`config.mk`:
```
export PLATFORM = sky130hd
export DESIGN_NAME = plab4_net_router_input_queue
export DESIGN_NICKNAME = d
export VERILOG_FILES = /design/src/rtl/plab4_net_router_input_queue.sv
export SDC_FILE = /design/constraint.sdc
export NUM_CORES = 1
export LEC_CHECK = 0
export ABC_AREA = 1
export BUFFER_PORTS_ARGS = -buffer_cell sky130_fd_sc_hd__buf_2
export CORE_MARGIN = 3
export CORE_UTILIZATION = 56
export CTS_CLUSTER_DIAMETER = 100
export CTS_CLUSTER_SIZE = 25
export DETAILED_ROUTE_END_ITERATION = 10
export GPL_TIMING_DRIVEN = 0
export PLACE_DENSITY = 0.88
export SKIP_LAST_GASP = 1
export SYNTH_ARGS = -nofsm -noshare
export SYNTH_HDL_FRONTEND = slang
export SYNTH_SLANG_ARGS = --single-unit
```
`constraint.sdc`:
```
create_clock -name clk -period 3.46 [get_ports clk]
set_input_delay 0.692 -clock clk [delete_from_list [all_inputs] [get_ports clk]]
set_output_delay 0.692 -clock clk [all_outputs]
set_load 0.02 [all_outputs]
```
`src/rtl/plab4_net_router_input_queue.sv`:
```
// Ring-router input FIFO: circular buffer whose head message requests one of PREV/NEXT/TERM.
// Define PLAB4_NET_INPUT_QUEUE_BYPASS_EN to forward in_msg straight to out_* while the queue is empty.

module plab4_net_GreedyRouteCompute #(
  parameter int p_router_id   = 0,
  parameter int p_num_routers = 8
) (
  input  logic                               domain,
  input  logic [$clog2(p_num_routers)-1:0]   dest,
  output logic [2:0]                         route
);

  localparam int c_dest_nbits = $clog2(p_num_routers);
  localparam logic [c_dest_nbits-1:0] c_id = c_dest_nbits'(p_router_id);

  // Routing is the same for every domain; the label is carried for interface compatibility.
  logic unused_domain;
  assign unused_domain = domain;

  logic [c_dest_nbits-1:0] fwd_hops;
  logic [c_dest_nbits-1:0] bwd_hops;

  assign fwd_hops = dest - c_id;
  assign bwd_hops = c_id - dest;

  always_comb begin
    route = 3'b001;
    if (dest == c_id)
      route = 3'b100;
    else if (fwd_hops < bwd_hops)
      route = 3'b010;
  end

endmodule

module plab4_net_router_input_queue #(
  parameter int p_router_id   = 0,
  parameter int p_num_routers = 8,
  parameter int p_msg_nbits   = 32,
  parameter int p_num_entries = 4
) (
  input  logic                              clk,
  input  logic                              reset,
  input  logic                              domain,
  input  logic                              in_val,
  output logic                              in_rdy,
  input  logic [p_msg_nbits-1:0]            in_msg,
  output logic [2:0]                        out_val,
  input  logic [2:0]                        out_rdy,
  output logic [p_msg_nbits-1:0]            out_msg,
  output logic [$clog2(p_num_entries):0]    count
);

  localparam int c_dest_nbits  = $clog2(p_num_routers);
  localparam int c_ptr_nbits   = $clog2(p_num_entries);
  localparam int c_count_nbits = c_ptr_nbits + 1;

  logic [p_msg_nbits-1:0]   entries [p_num_entries];
  logic [c_ptr_nbits-1:0]   wr_ptr_reg;
  logic [c_ptr_nbits-1:0]   rd_ptr_reg;
  logic [c_count_nbits-1:0] count_reg;

  logic                   empty;
  logic                   bypass;
  logic                   enq;
  logic                   deq;
  logic                   wr_en;
  logic                   rd_en;
  logic [p_msg_nbits-1:0] head_msg;
  logic [2:0]             route;

  assign empty  = (count_reg == '0);
  assign in_rdy = (count_reg != c_count_nbits'(p_num_entries));
  assign enq    = in_val && in_rdy;

`ifdef PLAB4_NET_INPUT_QUEUE_BYPASS_EN
  assign bypass   = empty && in_val;
  assign head_msg = bypass ? in_msg : entries[rd_ptr_reg];
`else
  assign bypass   = 1'b0;
  assign head_msg = entries[rd_ptr_reg];
`endif

  plab4_net_GreedyRouteCompute #(
    .p_router_id   (p_router_id),
    .p_num_routers (p_num_routers)
  ) route_compute (
    .domain (domain),
    .dest   (head_msg[p_msg_nbits-1 -: c_dest_nbits]),
    .route  (route)
  );

  assign out_val = (!empty || bypass) ? route : 3'b000;
  assign out_msg = head_msg;
  assign count   = count_reg;

  // Grants on outputs we are not requesting fall out of the AND with out_val.
  assign deq = |(out_val & out_rdy);

  // A bypassed message that is taken the same cycle never touches storage.
  assign wr_en = enq && !(bypass && deq);
  assign rd_en = deq && !bypass;

  always_ff @(posedge clk) begin
    if (wr_en)
      entries[wr_ptr_reg] <= in_msg;
  end

  always_ff @(posedge clk or negedge reset) begin
    if (!reset) begin
      wr_ptr_reg <= '0;
      rd_ptr_reg <= '0;
      count_reg  <= '0;
    end else begin
      if (wr_en)
        wr_ptr_reg <= wr_ptr_reg + c_ptr_nbits'(1);
      if (rd_en)
        rd_ptr_reg <= rd_ptr_reg + c_ptr_nbits'(1);
      count_reg <= count_reg + c_count_nbits'(wr_en) - c_count_nbits'(rd_en);
    end
  end

endmodule

```
# --- Word level (Yosys, flattened, before mapping) ---
# Memory sizes are Yosys's and may differ from the RTL's.
# Index checks and enable logic that the tools add are counted.
totals:
  reg_bits: 7
  latch_bits: 0
  ram_bits: 128
  mem_bits_ro: 0
  input_bits: 39
  out_inout_bits: 39
  word_cells: 21
  n_memories: 1
memory_table:
  columns: ["memory", "words", "width", "rd", "rd_clocked_by_memory_dff", "write_ports", "line", "rtl"]
  rows:
  - ["entries", 4, 32, 1, 0, 1, "58", "logic [p_msg_nbits-1:0] entries [p_num_entries];"]
classes:
  add_sub_neg: 5
  multipliers: 0
  div_mod_pow: 0
  order_cmp: 1
  eq_ne: 1
  n_shift: 0
  muxes: 5
  n_bitwise: 1
  reduce_logical: 4
ops:
  columns: ["cell", "count"]
  rows:
  - ["$logic_not 3->1", 2]
  - ["$mux 3", 2]
  - ["$add 2x1->2 const B", 2]
  - ["$add 3x1->3", 1]
  - ["$and 3x3->3", 1]
  - ["$lt 3x3->1", 1]
  - ["$ne 3x3->1 const B", 1]
  - ["$reduce_or 3->1", 1]
  - ["$sub 1x3->3 const A", 1]
  - ["$sub 3x1->3", 1]
  - ["$mux 1", 2]
  - ["$mux 2", 1]
  - ["$logic_and 1x1->1", 1]

# --- Depth between registers and ports, before layout ---
# Gate-level depths: netlist of the first run.
# An unclocked memory read counts as a cell.
depth:
  word_depth: 9
  mapped_depth: 21
  mapped_depth_nobuf: 19

# --- Hierarchy ---
# Synthesis of the first run repeated with hierarchy kept, for this count alone.
hier_totals:
  cells_unflattened: 383
  hier_area_um2: 5376.4
by_module_without_submodules:
  columns: ["module", "n_inst", "cells_per_inst", "area_each_um2", "seq_area_each_um2"]
  rows:
  - ["plab4_net_router_input_queue", 1, 366, 5267.6, 4018.9]
  - ["plab4_net_GreedyRouteCompute", 1, 17, 108.9, 0.0]

# --- Worst setup path after synthesis of the first run ---
# No wires, ideal clock.
synth_path:
  path_type: "register to register"
  start: "reg rd_ptr_reg[0]"
  end: "reg count_reg[2] (netlist: count[2])"
  setup_time_ns: 0.123
  t_arrival_ns: 3.309
  t_required_ns: 3.337
  slack_ns: 0.028
  path_stages_with_launch: 21
  path_buffers: 2
  period_less_slack_ns: 3.432
  cell_sequence: "dfrtp_1 -> inv_2 -> buf_6 -> clkbuf_1 -> nand2_1 -> a32oi_1 -> inv_1 -> ha_1 -> ha_1 -> nand3_1 -> nand2_1 -> nand2_2 -> nand2_2 -> nand3_2 -> nand3_2 -> ha_1 -> inv_1 -> ha_1 -> inv_1 -> fa_1 -> xnor2_1"
synth_between:
  elab_chain_cells: 9
  elab_cells_between_ends: 10
  classes_between: "add/sub: 2; order compare: 1; mux: 3; bitwise: 1; reduce/logical: 2; memory: 1"
synth_rtl:
  columns: ["item", "line", "rtl"]
  rows:
  - ["start, declared", "60", "logic [c_ptr_nbits-1:0] rd_ptr_reg;"]
  - ["start signal, assigned", "118", "rd_ptr_reg <= rd_ptr_reg + c_ptr_nbits'(1);"]
  - ["$mem_v2 4x32 (*)", null, null]
  - ["named net out_msg[29]", "50", "output logic [p_msg_nbits-1:0] out_msg,"]
  - ["$sub 1x3->3", "24", "assign bwd_hops = c_id - dest;"]
  - ["$lt 3x3->1", "30", "else if (fwd_hops < bwd_hops)"]
  - ["$mux 2", "30", null]
  - ["$mux 3 (*)", "28", "if (dest == c_id)"]
  - ["$mux 3 (*)", "93", "assign out_val = (!empty || bypass) ? route : 3'b000;"]
  - ["$and 3x3->3 (*)", "98", "assign deq = |(out_val & out_rdy);"]
  - ["$reduce_or 3->1 (*)", "98", null]
  - ["named net deq", "66", "logic deq;"]
  - ["$sub 3x1->3 (*)", "119", "count_reg <= count_reg + c_count_nbits'(wr_en) - c_count_nbits'(rd_en);"]
  - ["end signal, assigned", "119", null]
  - ["end, declared", "61", "logic [c_count_nbits-1:0] count_reg;"]
# The timed path passes the listed nets; every way through them passes the cells marked *.
# A chain may end at the register's enable or synchronous reset.

# --- Final worst setup path of the first run ---
layout_path:
  start: "reg rd_ptr_reg[1]"
  end: "out out_val[1]"
layout_between:
  elab_chain_cells: 6
  elab_cells_between_ends: 7
  classes_between: "add/sub: 1; order compare: 1; mux: 3; reduce/logical: 1; memory: 1"
layout_rtl:
  columns: ["item", "line", "rtl"]
  rows:
  - ["$mem_v2 4x32 (*)", null, null]
  - ["$sub 1x3->3", "24", null]
  - ["$lt 3x3->1", "30", null]
  - ["$mux 2", "30", null]
  - ["$mux 3 (*)", "28", null]
  - ["$mux 3 (*)", "93", null]
  - ["end, declared", "48", "output logic [2:0] out_val,"]
# Every way passes the cells marked *; elsewhere a longest branch is shown, timed or not.

==> results of run 1 <==
## placed cells by master, fill, tap and decap left out, drive strengths merged
master / Yosys / routed
edfxtp: 128 / 128
inv: 19 / 24
dlygate4sd3: 0 / 1
a21oi: 3 / 3
o22ai: 29 / 29
nand2: 28 / 28
or2: 1 / 1
a32oi: 1 / 1
xnor2: 2 / 2
xor2: 2 / 2
bufinv: 0 / 3
nor2: 67 / 67
clkinv: 0 / 3
nand3: 8 / 8
buf: 5 / 88
o21ai: 58 / 58
dfrtp: 7 / 7
nor3: 1 / 1
fa: 1 / 1
clkinvlp: 0 / 2
clkbuf: 16 / 34
ha: 9 / 9
nand4: 3 / 3
## per-stage QoR
stage,setup WS (ns),power (uW),cells
floorplan,0.0282,4080,388
global placement,-0.330,4840,590
detailed placement,-0.241,5030,594
CTS,0.0230,6900,628
global route,0.00264,7280,629
finish,0.165,6900,629
## cell families (layout without fill, tap and decap cells)
family / after synthesis / in the layout / synth area share (%)
xor gates and xnor gates: 4 / 4 / 0.658
AOI/OAI and AO/OA: 91 / 91 / 9.31
adders and majority gates: 10 / 10 / 2.49
DFF: 135 / 135 / 75.5
buffers and inverters: 40 / 155 / 3.08
and+or+nand+nor: 108 / 108 / 8.93
## worst max-delay path, delay by kind of cell (launching register included)
family	cells	cell delay, ns
buffers and inverters	5	0.79
AO/OA/AOI/OAI	1	0.13
AND/OR/NAND/NOR	4	0.63
flip-flops	1	0.37
adder cells (fa/ha/maj)	1	0.18
## per-layer routing
layer	GRT usage (%)	share of wire, %	up-vias
li1	-	-	1624
met4	8.47	1.0	2
met3	5.97	7.5	16
met2	38.7	52	147
met5	0	0.11	-
met1	27.5	39	1693
## path summary, 6_finish.rpt
check / startpoint / to / cells after the start
worst max-delay path: rd_ptr_reg[1] / out_val[1] / 11
worst max register to register: rd_ptr_reg[1] / count[2] / 17
worst min register to register: count[0] / count[0] / 1
max in group asynchronous: reset / wr_ptr_reg[1] / 2
min in group asynchronous: reset / rd_ptr_reg[0] / 2
worst min-delay path: in_msg[10] / entries[2][10] / 1
## power by group
group          total [uW]  internal [uW]  switching, uW
sequential           2270           2170            100
combinational        2850            948           1910
clock                1780           1100            676
total                6900           4220           2680
## area by class of cell
cell class	instances	area [um^2]
clock inverters	13	169
well taps	126	158
clock buffers	18	418
flip-flops and latches	135	4020
inverters	19	71.3
repair buffers	84	513
plain buffers	21	110
multi-input cells	213	1180
fillers	556	2330
## repair_timing
action,CTS,global route
resized for setup,7,7
setup buffers,2,1
pin swaps,1,2
setup endpoints to repair,5,4
hold endpoints to repair,7,0
hold buffers,1,0
==> results.py, run 1 <==
metrics = {
    "synthesis": {
        "yosys.area.top_type_share_pct": 72.2,
        "synth_edf_count": 128,
        "ys_top_cells_by_count": "edfxtp_1 (128), nor2_1 (67), o21ai_0 (58), o22ai_1 (29), nand2_1 (21)",
        "synth-seq-cells": 135,
        "synth_cell_types": 26,
        "yosysMostFrequentCell": "edfxtp_1",
        "ys.flop_type": "edfxtp_1",
        "synthArstFlopShare_pct": 5.19,
        "postSynthAreaPerCell_um2": 13.7,
        "seq_area_frac_synth_pct": 75.5,
        "syn_nets": 437,
        "yosysWarnings": 0,
        "syn_area_um2": 5320,
        "synth_area_leaders": "edfxtp_1 (72%), o21ai_0 (5.5%), nor2_1 (4.7%), o22ai_1 (3.4%), dfrtp_1 (3.3%)",
        "yosys.area.top_type": "edfxtp_1",
        "netlist_instances": 388,
    },
    "placed_design": {
        "place_area_um2": 5980,
        "numPortBuffers": 76,
        "hpwl_um": 7050,
        "gp_congestion": 0.756,
    },
    "global_route": {
        "gr-total-overflow": 0,
        "grt_max_degree": 24,
        "grt_pass1_wl_um": 17500,
        "grt_usage_pct": 22.5,
        "antenna_found_initial": 1,
        "grt_pass1_vias": 3501,
    },
    "cells_and_area": {
        "diodes": 0,
        "area_growth_pct": 24.8,
        "drive_gt1_share_pct": 28.2,
        "finalNetCount": 540,
        "fin_area_um2": 6640,
        "fin_util_pct": 74.0,
        "largest_reg_flops": 128,
    },
    "timing": {
        "rsz0062_at_grt": "no",
        "whs_ns": 0.387,
        "setup_viol": 0,
        "skew_ns": 0.00811,
        "period_share_pct": 95.2,
        "tightest_slew_ns": 0.563,
        "hold_viol": 0,
        "period_minus_slack_ns": 3.29,
        "relSlewSlack_pct": 62.4,
        "setup_tns_ns": 0,
        "fmax_mhz": 304,
        "drv_slew": 0,
    },
    "drt": {
        "wl_per_cell_um": 18.3,
        "drc": 0,
        "viasPerCell": 5.54,
        "drt-pass1-iter-count": 4,
        "ant_nets": 0,
        "routed_wl_um": 11500,
        "vias": 3482,
        "drt-initial-drc-count": 251,
    },
    "worst_setup_path": {
        "critical_path_class": "flop to output port",
        "worst_setup_path_start_kind": "flop",
        "critical-path-max-stage-delay_ns": 0.37,
        "reg2reg_setup_slack_ns": 0.26,
        "cp_max_fo": 10,
        "critPathSlowestCell": "dfrtp_1",
        "worstPathRequired_ns": 2.77,
        "path_cells": "buf_4, inv_2, clkbuf_4, a32oi_2, buf_4, ha_1, or2_2, nand2_1, nand2_2, nor2_1, buf_4",
        "crit_top_cell": "buf_4",
        "arrival_ns": 2.60,
        "cp-end-kind": "output port",
    },
    "clock_tree": {
        "cts.sinks": 135,
        "cts-root-buf": "clkbuf_8",
        "clk_pin_slew_ns": 0.06,
        "cts_tree": "done",
        "clockBufferDepth": 2,
        "htreeDepth": 4,
        "cts_made_buffers": 17,
        "clk_latency_ns": 0.51,
    },
    "die": {
        "dieArea_um2": 10700,
        "die_w_um": 103,
        "core_area_um2": 8980,
        "die_y_um": 103,
        "io_pins": 78,
        "rows": 34,
        "initial_core_util_pct": 59.3,
    },
    "hold_path": {
        "hold_class": "input pin to flop",
    },
    "power": {
        "power_density_nw_per_um2": 1040,
        "leakage_uw": 0.00248,
        "vdd_drop_max_mv": 0.600,
    },
    "flow_run": {
        "maxCapViolations": 0,
    },
    "outcome": {
        "status": "finished, final reports clean",
    },
}
(Power assumes the default switching activity.)
==> inputs of run 2 (changes only) <==
--- a/config.mk
+++ b/config.mk
@@ -7,13 +7,15 @@
 export LEC_CHECK = 0
 export ABC_AREA = 1
 export BUFFER_PORTS_ARGS = -buffer_cell sky130_fd_sc_hd__buf_2
+export CELL_PAD_IN_SITES_DETAIL_PLACEMENT = 2
+export CELL_PAD_IN_SITES_GLOBAL_PLACEMENT = 2
 export CORE_MARGIN = 3
-export CORE_UTILIZATION = 56
+export CORE_UTILIZATION = 39
 export CTS_CLUSTER_DIAMETER = 100
 export CTS_CLUSTER_SIZE = 25
 export DETAILED_ROUTE_END_ITERATION = 10
 export GPL_TIMING_DRIVEN = 0
-export PLACE_DENSITY = 0.88
+export PLACE_DENSITY = 0.89
 export SKIP_LAST_GASP = 1
 export SYNTH_ARGS = -nofsm -noshare
 export SYNTH_HDL_FRONTEND = slang
==> run 2 against run 1 <==
Effect of this change: setup slack worse by 0.034 ns; largest cell class unchanged; hold slack worse by 0.28 ns; first-iteration DRC count down 7.2%; critical path type unchanged; power up 9.2%; flip-flop and latch count unchanged; clock power up 9.6%; maximum frequency down 1.0%; register-to-register slack worse by 0.11 ns; clock-buffer cell count down 1.
==> results.py, run 2 (synthesized netlist as in run 1, its figures left out) <==
metrics = {
    "cells_and_area": {
        "drive_gt1_share_pct": 30.0,
        "largest_reg_flops": 128,
        "final_common_cell": "edfxtp_1",
        "n_fill_cell": 1267,
        "finalNetCount": 542,
        "fin_area_um2": 6840,
        "fin_util_pct": 51.5,
        "area_growth_pct": 28.6,
        "mostFrequentLayoutCells": "edfxtp_1 (128), buf_2 (75), nor2_1 (61)",
    },
    "worst_setup_path": {
        "critical_path_class": "flop to output port",
        "path_buf_inv": 5,
        "cp_top_family": "buffers and inverters",
        "critical-path-max-stage-delay_ns": 0.38,
        "arrival_ns": 2.64,
        "worst_setup_path_start_kind": "flop",
        "cp_max_fo": 10,
        "reg2reg_setup_slack_ns": 0.15,
        "cp-end-kind": "output port",
        "critPathSlowestCell": "dfrtp_1",
        "worstPathRequired_ns": 2.77,
        "path_cells": "buf_4, buf_4, nand2_1, a32oi_2, inv_2, ha_4, ha_4, inv_1, nand2_1, nand2_1, nand2_2, nand2_4, nor2_4, buf_4",
    },
    "global_route": {
        "grt_usage_pct": 22.0,
        "grt_pass1_vias": 4032,
        "gr-total-overflow": 0,
        "antenna_found_initial": 2,
        "grt_pass1_wl_um": 23700,
        "grt_max_degree": 23,
    },
    "timing": {
        "period_share_pct": 96.2,
        "hold_viol": 0,
        "drv_slew": 0,
        "fmax_mhz": 300,
        "skew_ns": 0.00980,
        "setup_viol": 0,
        "relSlewSlack_pct": 52.2,
        "period_minus_slack_ns": 3.33,
        "tightest_slew_ns": 0.715,
    },
    "drt": {
        "wl_per_cell_um": 23.7,
        "routed_wl_um": 16200,
        "vias": 3609,
        "ant_nets": 0,
        "drt-pass1-iter-count": 4,
        "drt-initial-drc-count": 233,
        "drc": 0,
        "viasPerCell": 5.28,
    },
    "placed_design": {
        "numPortBuffers": 76,
        "place_area_um2": 6050,
        "gp_congestion": 0.718,
        "hpwl_um": 9820,
    },
    "power": {
        "p_comb_share_pct": 43.7,
        "clkPwrFrac_pct": 25.8,
        "p_switching_uw": 3020,
        "power_density_nw_per_um2": 1100,
        "sw_frac_of_total_pct": 40.1,
        "seqPwrFrac_pct": 30.5,
        "vdd_drop_max_mv": 0.376,
        "p_int_uw": 4520,
        "leakage_uw": 0.00253,
    },
    "clock_tree": {
        "cts.sinks": 135,
        "cts_made_buffers": 17,
        "clk_latency_ns": 0.42,
        "postCtsHoldBufs": 0,
        "clockBufferDepth": 2,
        "cts-root-buf": "clkbuf_16",
        "clk_pin_slew_ns": 0.06,
        "cts_tree": "done",
        "htreeDepth": 4,
    },
    "flow_run": {
        "maxCapViolations": 0,
    },
    "die": {
        "die_y_um": 123,
        "initial_core_util_pct": 40.0,
        "rows": 42,
        "dieArea_um2": 15100,
        "die_w_um": 123,
        "core_area_um2": 13300,
        "io_pins": 78,
    },
    "outcome": {
        "status": "finished, final reports clean",
    },
    "hold_path": {
        "hold_class": "input pin to async pin",
    },
}
-- run 2: cell count changes in the layout (fill, tap and decap cells not counted), moves of 2 or more --
cell / before / now
clkinv_2: 1 / 6
inv_6: 4 / 0
buf_4: 7 / 10
bufinv_16: 3 / 5
clkbuf_16: 16 / 18
diode_2: 0 / 2
ha_4: 0 / 2
-- run 2: area by class of cell --
cell class | count | area [um^2] | share of cell area [%]
multi-input cells | 213 | 1230 | 18.0
clock buffers | 17 | 425 | 6.22
well taps | 176 | 220 | 3.22
inverters | 19 | 71.3 | 1.04
repair buffers | 86 | 533 | 7.79
diodes | 2 | 5.00 | 0.0731
flip-flops and latches | 135 | 4020 | 58.7
clock inverters | 15 | 209 | 3.05
plain buffers | 21 | 128 | 1.87
-- run 2: stage by stage --
step | TNS, ns | total power (uW) | worst slack [ns] | hold WS [ns] | std cells
3_3_place_gp | -62.40 | 4930 | -0.520 | 0.534 | 640
4_1_cts | 0 | 7350 | 0.0105 | 0.0979 | 678
3_5_place_dp | -0.895 | 5230 | -0.436 | 0.543 | 644
5_1_grt | -0.0547 | 7960 | -0.0429 | 0.101 | 684
6_report | 0 | 7540 | 0.132 | 0.107 | 684
2_1_floorplan | 0 | 4080 | 0.0282 | 0.396 | 388
-- run 2: power groups by stage --
stage               Sequential [uW]  Combinational, uW  Clock, uW
global route                   2320               3600       2040
floorplan                      2310               1760          0
finish                         2300               3300       1950
global placement               2320               2620          0
detailed placement             2320               2910          0
CTS                            2290               3080       1970
-- run 2: final timing paths --
path                       cells past startpoint             to          start
max                                           14     out_val[1]  rd_ptr_reg[0]
min                                            1       count[0]          reset
max reg2reg                                   20       count[1]  rd_ptr_reg[0]
min reg2reg                                    1       count[0]       count[0]
max in group asynchronous                      1  wr_ptr_reg[0]          reset
min in group clk                               1  entries[1][2]      in_msg[2]
-- run 2: repair_timing --
action,in CTS,in global routing
setup endpoints to repair,6,4
resized for setup,10,15
setup buffers,2,4
pin swaps,1,4
-- run 2: routing by layer --
| layer | GRT usage [%] | up-vias | wire length (um) |
|---|---|---|---|
| met4 | 9.87 | 0 | 374 |
| met5 | 0 | - | 0 |
| met3 | 4.93 | 24 | 422 |
| li1 | - | 1629 | - |
| met1 | 26.0 | 1875 | 6720 |
| met2 | 38.1 | 81 | 8710 |
==> inputs of run 3 (changes only) <==
--- a/config.mk
+++ b/config.mk
@@ -15,8 +15,9 @@
 export CTS_CLUSTER_SIZE = 25
 export DETAILED_ROUTE_END_ITERATION = 10
 export GPL_TIMING_DRIVEN = 0
-export PLACE_DENSITY = 0.89
+export PLACE_DENSITY = 0.88
 export SKIP_LAST_GASP = 1
 export SYNTH_ARGS = -nofsm -noshare
 export SYNTH_HDL_FRONTEND = slang
+export SYNTH_HIERARCHICAL = 1
 export SYNTH_SLANG_ARGS = --single-unit
==> run 3 against run 2 <==
Effect of this change: synthesized cell count decreased by 1.3%; clock power is 13% lower; global-route usage up 0.64 points; sequential share of layout area shrank 0.51 points; highest routed layer unchanged.
==> results.py, run 3 <==
metrics = {
    "power": {
        "seqPwrFrac_pct": 30.3,
        "leakage_uw": 0.00257,
        "p_comb_share_pct": 47.5,
        "power_density_nw_per_um2": 1100,
        "p_int_uw": 4500,
        "p_switching_uw": 3120,
        "vdd_drop_max_mv": 0.536,
        "clkPwrFrac_pct": 22.2,
        "sw_frac_of_total_pct": 40.9,
    },
    "worst_setup_path": {
        "critPathSlowestCell": "dfrtp_2",
        "cp_top_family": "buffers and inverters",
        "critical-path-max-stage-delay_ns": 0.43,
        "cp_max_fo": 4,
        "critical_path_class": "flop to output port",
        "worst_setup_path_start_kind": "flop",
        "path_cells": "inv_2, buf_8, buf_8, nor2_2, o22ai_2, inv_2, ha_4, ha_4, inv_1, nand2_2, nand2_1, nand2_2, nand2_2, nor2_4, inv_2, nor2_1, buf_4",
        "arrival_ns": 2.67,
        "worstPathRequired_ns": 2.77,
        "path_buf_inv": 7,
        "cp-end-kind": "output port",
    },
    "cells_and_area": {
        "mostFrequentLayoutCells": "edfxtp_1 (128), buf_2 (76), nor2_1 (66)",
        "regArea_um2": 4020,
        "final_common_cell": "edfxtp_1",
        "fin_area_um2": 6910,
        "largest_reg_flops": 128,
        "multi_input_area_um2": 1210,
        "drive_gt1_share_pct": 35.1,
        "diodes": 0,
        "n_fill_cell": 1293,
        "area_growth_pct": 28.4,
        "finalNetCount": 546,
    },
    "global_route": {
        "grt_max_degree": 23,
        "grt_pass1_vias": 4079,
        "grt_usage_pct": 22.6,
        "antenna_found_initial": 0,
        "grt_pass1_wl_um": 24500,
        "gr-total-overflow": 0,
    },
    "synthesis": {
        "yosysMostFrequentCell": "edfxtp_1",
        "ys.flop_type": "edfxtp_1",
        "yosys.area.top_type": "edfxtp_1",
        "syn_nets": 432,
        "synth_area_leaders": "edfxtp_1 (71%), nor2_1 (5.0%), o22ai_1 (3.7%), o21ai_0 (3.4%), dfrtp_1 (3.3%)",
        "yosysWarnings": 6,
        "synth-seq-cells": 135,
        "seq_area_frac_synth_pct": 74.7,
        "netlist_instances": 383,
        "ys_top_cells_by_count": "edfxtp_1 (128), nor2_1 (72), o21ai_0 (37), o22ai_1 (32), o21ai_1 (27)",
        "postSynthAreaPerCell_um2": 14.0,
        "synthArstFlopShare_pct": 5.19,
        "synth_edf_count": 128,
        "syn_area_um2": 5380,
        "synth_cell_types": 26,
        "yosys.area.top_type_share_pct": 71.5,
    },
    "drt": {
        "viasPerCell": 5.24,
        "ant_nets": 0,
        "wl_per_cell_um": 24.5,
        "drt-pass1-iter-count": 5,
        "drc": 0,
        "drt-initial-drc-count": 240,
        "routed_wl_um": 16800,
        "vias": 3592,
    },
    "hold_path": {
        "hold_class": "input pin to async pin",
    },
    "flow_run": {
        "maxCapViolations": 0,
    },
    "timing": {
        "setup_viol": 0,
        "hold_viol": 0,
        "setup_slack_ns": 0.0932,
        "relSlewSlack_pct": 57.1,
        "whs_ns": 0.0818,
        "tightest_slew_ns": 0.642,
        "drv_slew": 0,
        "period_minus_slack_ns": 3.37,
        "fmax_mhz": 297,
        "skew_ns": 0.0189,
        "rsz0062_at_grt": "yes",
        "period_share_pct": 97.3,
    },
    "placed_design": {
        "gp_congestion": 0.719,
        "dp_slack_ns": -0.442,
        "hpwl_um": 10300,
        "place_area_um2": 6110,
        "numPortBuffers": 76,
    },
    "clock_tree": {
        "clockBufferDepth": 2,
        "cts-root-buf": "clkbuf_16",
        "clk_pin_slew_ns": 0.06,
        "htreeDepth": 4,
        "cts.sinks": 135,
        "clk_latency_ns": 0.44,
        "cts_tree": "done",
        "cts_made_buffers": 17,
    },
    "die": {
        "die_w_um": 123,
        "die_y_um": 123,
        "core_area_um2": 13300,
        "io_pins": 78,
        "initial_core_util_pct": 40.3,
        "rows": 42,
        "dieArea_um2": 15200,
    },
    "outcome": {
        "status": "finished, final reports clean",
    },
}
run 3: logic make-up (layout without fill, tap and decap cells):
| family | count (synthesis) | in the layout | synth area share (%) |
|---|---|---|---|
| simple gates | 93 | 93 | 7.00 |
| compound gates | 99 | 99 | 10.0 |
| fa+ha+maj | 10 | 10 | 2.47 |
| xor+xnor | 5 | 5 | 0.815 |
| flops | 135 | 135 | 74.7 |
| buf+inv | 41 | 168 | 4.93 |
run 3: path summary, 6_finish.rpt:
kind | cells past startpoint | slack [ns] | end | from
setup / recovery | 17 | 0.09 | out_val[1] | rd_ptr_reg[0]
hold / removal | 1 | 0.08 | rd_ptr_reg[0] | reset
setup reg to reg | 22 | 0.11 | count[1] | rd_ptr_reg[0]
hold reg to reg | 1 | 0.59 | count[0] | count[0]
max in group asynchronous | 1 | 3.21 | rd_ptr_reg[0] | reset
min in group clk | 1 | 0.47 | entries[0][31] | in_msg[31]
run 3: area by class of cell:
class,count,area share [%]
sequential,135,58.2
multi-input combinational,207,17.6
timing repair buffer,97,9.04
clock buffer,22,6.87
tap,176,3.19
buffer,19,2.90
inverter,20,1.16
clock inverter,10,1.05
run 3: per-layer routing:
metal	GRT usage (%)	routed length (um)	up-vias
met5	0	0	-
met4	8.65	292	0
met3	5.81	691	18
met2	39.4	9010	95
met1	26.7	6780	1849
li1	-	-	1630
run 3: power groups by stage:
stage          Clock, uW  Sequential [uW]  Combinational, uW
5_1_grt             1790             2330               3950
3_5_place_dp           0             2330               3090
3_3_place_gp           0             2320               2800
6_report            1690             2310               3620
4_1_cts             1710             2300               3370
2_1_floorplan          0             2320               1930
run 3: through the flow:
stage,TNS (ns),total power [uW],instances,utilization (%)
detailed placement,-0.837,5420,639,45.8
floorplan,0,4250,383,-
finish,0,7620,686,51.7
global route,-0.215,8070,686,51.7
global placement,-45.51,5120,635,44.9
CTS,0,7390,678,50.9
run 3: timing repair:
item	4_1_cts	5_1_grt
endpoints found under the setup margin	4	4
pin swaps	5	8
hold buffers	0	0
buffers inserted	9	8
gates resized for setup	20	15
